**src/rtl/alu_pkg.sv**
```systemverilog
`default_nettype none
// ============================================================================
// Module   : alu_pkg
// Purpose  : Shared types and constants for the ALU multi-cycle mul/div unit.
// Revision : 1.0 - initial release
// ============================================================================
package alu_pkg;

  // Default operand / result width.
  localparam int XLEN_DEFAULT = 32;

  // Operation select carried on the op port.
  typedef enum logic [1:0] {
    MUL  = 2'b00,  // low word of signed product
    MULH = 2'b01,  // high word of signed x signed product
    DIV  = 2'b10,  // signed quotient
    REM  = 2'b11   // signed remainder
  } muldiv_op_e;

  // Sequencer states.
  typedef enum logic [1:0] {
    IDLE = 2'd0,
    BUSY = 2'd1,
    DONE = 2'd2
  } muldiv_state_e;

endpackage : alu_pkg
`default_nettype wire

```
**src/rtl/muldiv_step.sv**
```systemverilog
`default_nettype none
// ============================================================================
// Module   : muldiv_step
// Purpose  : One combinational iteration of the shift-add multiplier or the
//            restoring divider. The 2*XLEN accumulator is {hi, lo}:
//              multiply: hi = partial product, lo = remaining multiplier bits
//              divide  : hi = partial remainder, lo = dividend/quotient bits
// Revision : 1.0 - initial release
// ============================================================================
module muldiv_step
  import alu_pkg::*;
#(
  parameter int XLEN = XLEN_DEFAULT
) (
  input  logic              is_div,
  input  logic [2*XLEN-1:0] acc_in,
  input  logic [XLEN-1:0]   operand,
  output logic [2*XLEN-1:0] acc_out,
  output logic              q_bit
);

  logic [XLEN:0] sum;
  logic [XLEN:0] shifted_rem;
  logic [XLEN:0] diff;

  // Compute both datapaths and select by operation class.
  always_comb begin
    sum         = {1'b0, acc_in[2*XLEN-1:XLEN]} + (acc_in[0] ? {1'b0, operand} : '0);
    shifted_rem = acc_in[2*XLEN-1:XLEN-1];
    diff        = shifted_rem - {1'b0, operand};
    q_bit       = 1'b0;
    acc_out     = '0;
    if (is_div) begin
      // Borrow clear means the divisor fits: keep the difference.
      q_bit   = ~diff[XLEN];
      acc_out = {(q_bit ? diff[XLEN-1:0] : shifted_rem[XLEN-1:0]),
                 acc_in[XLEN-2:0], q_bit};
    end else begin
      // The carry out of the add shifts into the top of the product.
      acc_out = {sum, acc_in[XLEN-1:1]};
    end
  end

endmodule : muldiv_step
`default_nettype wire

```
**src/rtl/alu_muldiv_seq.sv**
```systemverilog
`default_nettype none
// ============================================================================
// Module   : alu_muldiv_seq
// Purpose  : Multi-cycle signed MUL/MULH/DIV/REM sequencer with valid/ready
//            request and response handshakes. Operates on magnitudes for
//            XLEN steps, then applies the sign fix when entering DONE.
// Options  : ALU_MULDIV_EARLY_OUT_EN - finish trivial cases on the accept edge
// Revision : 1.0 - initial release
// ============================================================================
module alu_muldiv_seq
  import alu_pkg::*;
#(
  parameter int XLEN = XLEN_DEFAULT
) (
  input  logic            clk,
  input  logic            rst,
  input  logic            req_valid,
  output logic            req_ready,
  input  logic [1:0]      op,
  input  logic [XLEN-1:0] rs1_data,
  input  logic [XLEN-1:0] rs2_data,
  input  logic            flush,
  output logic            resp_valid,
  input  logic            resp_ready,
  output logic [XLEN-1:0] result,
  output logic            busy
);

  localparam logic [1:0] ST_IDLE = IDLE;
  localparam logic [1:0] ST_BUSY = BUSY;
  localparam logic [1:0] ST_DONE = DONE;
  localparam int         CW      = $clog2(XLEN);
  localparam logic [CW-1:0] LAST_STEP = CW'(XLEN - 1);

  logic [1:0]        state;
  logic [1:0]        op_q;
  logic              neg_a;
  logic              neg_b;
  logic [XLEN-1:0]   operand;
  logic [2*XLEN-1:0] acc;
  logic [CW-1:0]     count;

  logic [XLEN-1:0]   mag_a;
  logic [XLEN-1:0]   mag_b;
  logic [2*XLEN-1:0] step_acc;
  logic              step_q;
  logic [2*XLEN-1:0] prod_fix;
  logic [XLEN-1:0]   quo;
  logic [XLEN-1:0]   rem;
  logic [XLEN-1:0]   fixed;
  logic              early_hit;
  logic [XLEN-1:0]   early_val;

  assign req_ready  = (state == ST_IDLE);
  assign resp_valid = (state == ST_DONE);
  assign busy       = (state != ST_IDLE);

  assign mag_a = rs1_data[XLEN-1] ? -rs1_data : rs1_data;
  assign mag_b = rs2_data[XLEN-1] ? -rs2_data : rs2_data;

  muldiv_step #(.XLEN(XLEN)) u_step (
    .is_div  (op_q[1]),
    .acc_in  (acc),
    .operand (operand),
    .acc_out (step_acc),
    .q_bit   (step_q)
  );

  // Sign fix applied to the result of the final step.
  always_comb begin
    prod_fix = (neg_a ^ neg_b) ? -step_acc : step_acc;
    quo      = {step_acc[XLEN-1:1], step_q};
    rem      = step_acc[2*XLEN-1:XLEN];
    case (muldiv_op_e'(op_q))
      MUL:     fixed = prod_fix[XLEN-1:0];
      MULH:    fixed = prod_fix[2*XLEN-1:XLEN];
      DIV:     fixed = (operand == '0) ? '1 : ((neg_a ^ neg_b) ? -quo : quo);
      default: fixed = neg_a ? -rem : rem;
    endcase
  end

`ifdef ALU_MULDIV_EARLY_OUT_EN
  // Detect operations whose result is known at accept time.
  always_comb begin
    early_hit = 1'b0;
    early_val = '0;
    if (op[1]) begin
      if (rs2_data == '0) begin
        early_hit = 1'b1;
        early_val = op[0] ? rs1_data : '1;
      end else if (rs1_data == {1'b1, {(XLEN-1){1'b0}}} && rs2_data == '1) begin
        early_hit = 1'b1;
        early_val = op[0] ? '0 : rs1_data;
      end
    end else if (rs1_data == '0 || rs2_data == '0) begin
      early_hit = 1'b1;
      early_val = '0;
    end
  end
`else
  assign early_hit = 1'b0;
  assign early_val = '0;
`endif

  // Sequencer state, operand capture, iteration and result register.
  always_ff @(posedge clk) begin
    if (rst) begin
      state   <= ST_IDLE;
      op_q    <= '0;
      neg_a   <= 1'b0;
      neg_b   <= 1'b0;
      operand <= '0;
      acc     <= '0;
      count   <= '0;
      result  <= '0;
    end else if (flush) begin
      state <= ST_IDLE;
    end else begin
      case (state)
        ST_IDLE: begin
          if (req_valid) begin
            op_q    <= op;
            neg_a   <= rs1_data[XLEN-1];
            neg_b   <= rs2_data[XLEN-1];
            count   <= '0;
            // Divide iterates on the dividend; multiply on the multiplier.
            operand <= op[1] ? mag_b : mag_a;
            acc     <= {{XLEN{1'b0}}, (op[1] ? mag_a : mag_b)};
            if (early_hit) begin
              state  <= ST_DONE;
              result <= early_val;
            end else begin
              state <= ST_BUSY;
            end
          end
        end
        ST_BUSY: begin
          acc   <= step_acc;
          count <= count + 1'b1;
          if (count == LAST_STEP) begin
            state  <= ST_DONE;
            result <= fixed;
          end
        end
        ST_DONE: begin
          if (resp_ready) state <= ST_IDLE;
        end
        default: state <= ST_IDLE;
      endcase
    end
  end

endmodule : alu_muldiv_seq
`default_nettype wire
```
**config.mk**
```make
export PLATFORM = sky130hd
export DESIGN_NAME = alu_muldiv_seq
export DESIGN_NICKNAME = d
export VERILOG_FILES = /design/src/rtl/alu_pkg.sv /design/src/rtl/muldiv_step.sv /design/src/rtl/alu_muldiv_seq.sv
export SDC_FILE = /design/constraint.sdc
export NUM_CORES = 1
export LEC_CHECK = 0
export ABC_CLOCK_PERIOD_IN_PS = 6500
export BUFFER_PORTS_ARGS = -buffer_cell sky130_fd_sc_hd__buf_4
export CORE_MARGIN = 5
export CORE_UTILIZATION = 43
export CTS_CLUSTER_SIZE = 30
export DETAILED_ROUTE_END_ITERATION = 16
export GPL_TIMING_DRIVEN = 1
export PLACE_DENSITY_LB_ADDON = 0.08
export SKIP_CTS_REPAIR_TIMING = 1
export SLEW_MARGIN = 20
export SYNTH_ARGS = -nofsm -noshare
export SYNTH_HDL_FRONTEND = slang
export SYNTH_HIERARCHICAL = 1
export SYNTH_SLANG_ARGS = --single-unit
```
**constraint.sdc**
```tcl
create_clock -name clk -period 6.5 [get_ports clk]
set_clock_uncertainty 0.15 [all_clocks]
set_input_delay 0.325 -clock clk [delete_from_list [all_inputs] [get_ports clk]]
set_output_delay 0.325 -clock clk [all_outputs]
set_load 0.01 [all_outputs]
```
# Word-level counts from Yosys, hierarchy flattened
# Index checks and enable logic that the tools add are counted.
[classes]
n_addsub = 8
n_eq_ne = 8
n_mux = 21
n_bitwise = 3
n_reduce_logical = 10
[op_table]
columns = ["op", "count"]
rows = [
  ["$mux W32", 9],
  ["$mux W64", 3],
  ["$neg A32 Y32", 4],
  ["$pmux W64 S2", 1],
  ["$pmux W32 S3", 1],
  ["$neg A64 Y64", 1],
  ["$add A32 B33 Y33", 1],
  ["$sub A33 B32 Y33", 1],
  ["$logic_not A32 Y1", 1],
  ["$reduce_and A3 Y1", 4],
  ["$pmux W5 S2", 1],
  ["$mux W2", 3],
  ["$pmux W2 S3", 1],
  ["$add A5 B1 Y5 const B", 1],
  ["$eq A5 B5 Y1 const B", 1],
  ["$mux W5", 1],
  ["$eq A2 B1 Y1 const B", 2],
  ["$eq A2 B2 Y1 const B", 2],
  ["$logic_not A2 Y1", 2],
  ["$ne A2 B2 Y1 const B", 2],
  ["$reduce_bool A2 Y1", 2],
  ["$ne A2 B1 Y1 const B", 1],
  ["$not A1 Y1", 2],
  ["$reduce_or A2 Y1", 1],
  ["2 further kinds", 2],
]
[totals]
reg_bits = 139
inputBits = 71
out_inout_bits = 35
elab_cells = 58

# Depth between registers and ports, before layout
[logic_depth]
ltp_word = 7
mapped_depth = 23
ltp_nobuf = 21

# Cells and area by module
# The synthesis kept the hierarchy.
[modules_own_cells]
columns = ["module", "instances", "cells_per_inst", "area_each_um2", "seq_area_each_um2"]
rows = [
  ["alu_muldiv_seq", 1, 1514, 10996.8, 2782.7],
  ["muldiv_step", 1, 634, 4474.3, 0.0],
]

# Worst setup path after synthesis
# OpenSTA, ideal clock, no wires.
[synth_path]
path_kind = "reg2reg"
start = "register acc[31]"
end = "register result[26]"
setup_time_ns = 0.114
arrival_time_ns = 4.865
required_time_ns = 6.236
slack_ns = 1.371
stages_incl_launch_ff = 22
n_path_buf = 1
period_less_slack_ns = 5.129
cell_sequence = "dfxtp_1 > inv_1 > ha_1 > fa_1 > nand2b_1 > a211oi_1 > o21bai_1 > a2bb2oi_2 > a2111oi_2 > nor4_4 > buf_4 > a21oi_1 > mux2_2 > inv_1 > ha_1 > nor3b_1 > nand3_1 > or4_4 > o21ai_1 > xor2_1 > o221ai_1 > a21o_1"
[synth_via]
word_cells_on_any_way = 13
cone_classes = "4 x add/sub; 8 x mux; 1 x bitwise"
[synth_rtl]
columns = ["element", "line_no", "source"]
rows = [
  ["start: declaration", "alu_muldiv_seq.sv:40", "logic [2*XLEN-1:0] acc;"],
  ["start signal: assignment", "alu_muldiv_seq.sv:128", "acc <= {{XLEN{1'b0}}, (op[1] ? mag_a : mag_b)};"],
  ["start signal: assignment", "alu_muldiv_seq.sv:138", "acc <= step_acc;"],
  ["$sub A33 B32 Y33", "muldiv_step.sv:30", "diff = shifted_rem - {1'b0, operand};"],
  ["$mux W32 *", "muldiv_step.sv:36", "acc_out = {(q_bit ? diff[XLEN-1:0] : shifted_rem[XLEN-1:0]),"],
  ["$mux W64 *", "muldiv_step.sv:33", "if (is_div) begin"],
  ["via step_acc[32]", "alu_muldiv_seq.sv:45", "logic [2*XLEN-1:0] step_acc;"],
  ["$neg A64 Y64 or $neg A32 Y32 (tied branches)", "alu_muldiv_seq.sv:71, alu_muldiv_seq.sv:78", ""],
  ["$mux W64 or $mux W32 (tied branches)", "alu_muldiv_seq.sv:71, alu_muldiv_seq.sv:78", ""],
  ["$pmux W32 S3 *", "alu_muldiv_seq.sv:74", "case (muldiv_op_e'(op_q))"],
  ["end signal: assignment", "alu_muldiv_seq.sv:131", "result <= early_val;"],
  ["end signal: assignment", "alu_muldiv_seq.sv:142", "result <= fixed;"],
  ["end: declaration", "alu_muldiv_seq.sv:25", "output logic [XLEN-1:0] result,"],
]
# The timed path passes the listed nets; every way through them passes the cells marked *.
# A chain may end at the register's enable or synchronous reset.

# Worst setup path in the final report
[layout_path]
start = "register acc[31]"
end = "register result[3]"
[layout_via]
word_cells_on_any_way = 13
cone_classes = "4 x add/sub; 8 x mux; 1 x bitwise"
[layout_rtl]
columns = ["element", "line_no", "source"]
rows = [
  ["$sub A33 B32 Y33", "muldiv_step.sv:30", ""],
  ["$not A1 Y1", "muldiv_step.sv:35", "q_bit = ~diff[XLEN];"],
  ["$mux W64", "muldiv_step.sv:33", ""],
  ["via step_acc[0]", "alu_muldiv_seq.sv:45", ""],
  ["$neg A64 Y64", "alu_muldiv_seq.sv:71", "prod_fix = (neg_a ^ neg_b) ? -step_acc : step_acc;"],
  ["$mux W64", "alu_muldiv_seq.sv:71", ""],
  ["$pmux W32 S3", "alu_muldiv_seq.sv:74", ""],
]
# The timed path passes the listed nets, and every way through them passes these cells.

==> summary.txt <==
Synth
  – Yosys warning count: 6
  – Sequential share of the synthesized area: 0.1799
  – Share of the synthesized area in the top cell type: 0.1799
  – Yosys reg bits: about 140
  – Post-synth EDFFs: 0
  – Synth Cell Area: between 15000 and 20000 um2
  – Ys flop type: dfxtp_1
  – Mapped Avg Cell Area: ~7 um2
  – Synthesized instance count: roughly 2.1k
  – Synth async-reset ratio: 0
  – Synth Net Count: around 2.3k
  – Main area contributors after synthesis: dfxtp_1 18%, a21oi_1 7.5%, xor2_1 6.5%
  – Yosys top cell by area: dfxtp_1
  – Netlist cell types: between 90 and 100

Global route
  – GRT Resource Usage Total: 0.3000
  – Largest net degree at the start of global routing: 86
  – Initial antenna violation count: 2
  – GR Overflow Total: 0
  – Vias in the first global route: ~16k
  – First-pass GRT wire length: around 93000 um

Power and ir drop
  – Internal power: between 1500 and 2000 uW
  – Static leakage: 0.007021 uW
  – Switch share: 0.3818
  – Switching power: between 1000 and 1500 uW
  – Clock power share: 0.349
  – Register share of total power: 0.291
  – P per Cell Area: ~190 nW/um2
  – Comb pwr share: 0.360
  – Maximum vdd drop: between 200 and 250 uV

Clocking
  – Num CTS Buffers: 17
  – CTS tree: built
  – Skew-Pair Late Insertion Delay: about 0.45 ns
  – Clk slew on worst S/H paths: around 0.070 ns
  – Max H-tree Level: 4
  – Clock Sinks: about 140
  – Clock root buffer: clkbuf_16
  – Clock Path Buffers: 2

Cells and area
  – Share of cells above drive strength 1: 0.1287
  – Layout area overhead: 11.00%
  – # diodes: 0
  – Nets: approximately 2.3k
  – Final Util: 0.4828

Setup path
  – Worst path cell trace: inv_1 -> ha_1 -> fa_1 -> nand2b_1 -> a211oi_1 -> o21bai_1 -> o2bb2ai_1 -> a211oi_1 -> nor4_4 -> buf_4 -> mux2_2 -> nor3_1 -> and4_1 -> nand3_2 -> o21ai_0 -> xor2_1 -> a2111oi_1 -> buf_4 -> a31o_2
  – Crit path kind: reg -> reg
  – CP max FO: 15
  – Crit path buf inv count: 3
  – CP top delay family: compound AO/OA/AOI/OAI gates
  – Max incr delay on CP: around 0.77 ns
  – Startpoint type of the worst setup path: flop
  – Crit end category: flop
  – CP required: approximately 6.7 ns
  – Arrival time at the worst endpoint: between 6 and 7 ns
  – CP max-delay cell: a2111oi_1

STA
  – Hold WS: approximately 0.043 ns
  – Setup total negative slack: 0 ns
  – Hold Vio Cnt, Final: 0
  – Slew HR: 0.1826
  – Unrepaired setup endpoints after global routing: false
  – Fmax: around 0.17 GHz
  – Worst Max-Slew Pin Slew: ~1.2 ns
  – Final setup violation count: 0
  – Fin crit period: approximately 6 ns
  – Period utilisation layout: 0.9121
  – Final slew viol count: 0

Routing
  – Vias: around 16k
  – Iter 0 DRT Violations: approximately 1.4k
  – Routed WL: ~61000 um
  – Vias per inst: a little over 6
  – DR WL/cell: approximately 23 um
  – First-pass detailed-route iteration total: 5
  – Routed Antenna Nets: 0
  – # DRC: 0

Floorplanning
  – Die ar.: approximately 40000 um2
  – Core Region: 35570 um2
  – Die width: between 150 and 200 um
  – Effective utilization at floorplan: 0.4350
  – FP Rows: 69
  – Die Y-Extent: between 150 and 200 um
  – Ports: 106

Placed design
  – Final Wtd Congestion: 0.9832
  – Placed wire-length estimate: 46390 um
  – I/O Buffers: around 110

Flow run
  – Maxcap violations: 0

Worst hold path
  – Worst Hold Class: in -> reg

Status
  – Status: finished, final reports clean
## placed cells by master, fill, tap and decap left out, drive strengths merged, types with 49 or more instances in the layout
cell and instances:
nand2 203, nor4 49, ha 72, xnor2 102, inv 68, buf 162, nor2 184, o21ai 176
dfxtp 139, nand3 49, a21oi 233, xor2 114
## power by group through the flow
stage | combinational, uW | sequential, uW | clock, uW
final | 1150 | 926 | 1110
after global routing | 1240 | 931 | 1160
after CTS | 1120 | 925 | 1130
after detailed placement | 1110 | 944 | 0
after global placement | 1110 | 944 | 0
after floorplan | 790 | 920 | 0
## logic make-up (layout without fill, tap and decap cells)
family	count (synthesis)	in the layout	share of synthesized area
buffers and inverters	227	263	0.06882
adder cells (fa/ha/maj)	74	74	0.06082
AND/OR/NAND/NOR	716	716	0.2316
flip-flops	139	139	0.1799
AO/OA/AOI/OAI	699	699	0.2835
multiplexers	77	77	0.05305
XOR/XNOR	216	216	0.1223
## synth_stat cells (all sizes together) (31+ instances only)
cell type / count
nor2: 184
inv: 66
nor3: 36
a21o: 35
nand3: 49
nand2: 203
clkbuf: 127
o21ai: 176
ha: 72
dfxtp: 139
and3: 38
a21oi: 233
mux2: 37
a31oi: 37
xor2: 114
mux2i: 40
xnor2: 102
o31ai: 31
nor4: 49
and2: 42
## worst register-to-register path, cell delays in order (launching register included)
cell	delay (ns)
dfxtp_1	0.35
inv_1	0.07
ha_1	0.21
fa_1	0.42
nand2b_1	0.20
a211oi_1	0.28
o21bai_1	0.16
o2bb2ai_1	0.17
a211oi_1	0.40
nor4_4	0.09
buf_4	0.22
mux2_2	0.33
nor3_1	0.58
and4_1	0.37
nand3_2	0.34
o21ai_0	0.33
xor2_1	0.10
a2111oi_1	0.77
buf_4	0.24
a31o_2	0.09
## per-stage QoR
step / setup slack, ns / total power (uW) / area (um2) / cells
finish: 0.5715 / 3187 / 17170 / 2645
global route: 0.1373 / 3335 / 17170 / 2645
CTS: 0.4774 / 3172 / 17150 / 2643
detailed placement: 0.5482 / 2059 / 16510 / 2611
global placement: 0.6986 / 2055 / 16510 / 2611
floorplan: 1.371 / 1710 / 15470 / 2148
## final cells by class
| class | count | area, um2 |
|---|---|---|
| inverters | 67 | 251.5 |
| well taps | 461 | 576.8 |
| clock inverters | 15 | 220.2 |
| flip-flops and latches | 139 | 2786 |
| repair buffers | 164 | 1236 |
| fillers | 3660 | 18400 |
| clock buffers | 17 | 425.4 |
| multi-input cells | 1782 | 11680 |
## state kept, by name (all words and copies together), names as in the netlist
name     count
acc         64
operand     32
result      32
count        5
op_q         2
state        2
neg_a        1
neg_b        1
## path summary, 6_finish.rpt
| path | from | endpoint | slack, ns | cells after the start |
|---|---|---|---|---|
| worst max-delay path | acc[31]$_SDFFE_PP0P_ | result[3]$_SDFFE_PP0P_ | 0.57 | 19 |
| worst min-delay path | resp_ready | state[1]$_SDFFE_PP0P_ | 0.04 | 4 |
| worst max register to register | acc[31]$_SDFFE_PP0P_ | result[3]$_SDFFE_PP0P_ | 0.57 | 19 |
| worst min register to register | count[4]$_SDFFE_PP0P_ | count[4]$_SDFFE_PP0P_ | 0.30 | 2 |
## per-layer routing
metal / part of all wire / routed length [um] / GRT usage
met5: 0.00012 / 7 / 0
met4: 0.035 / 2093 / 0.1097
met3: 0.085 / 5134 / 0.08009
met2: 0.45 / 27320 / 0.4742
met1: 0.43 / 26110 / 0.3938
Power figures use the tool's default switching activity.
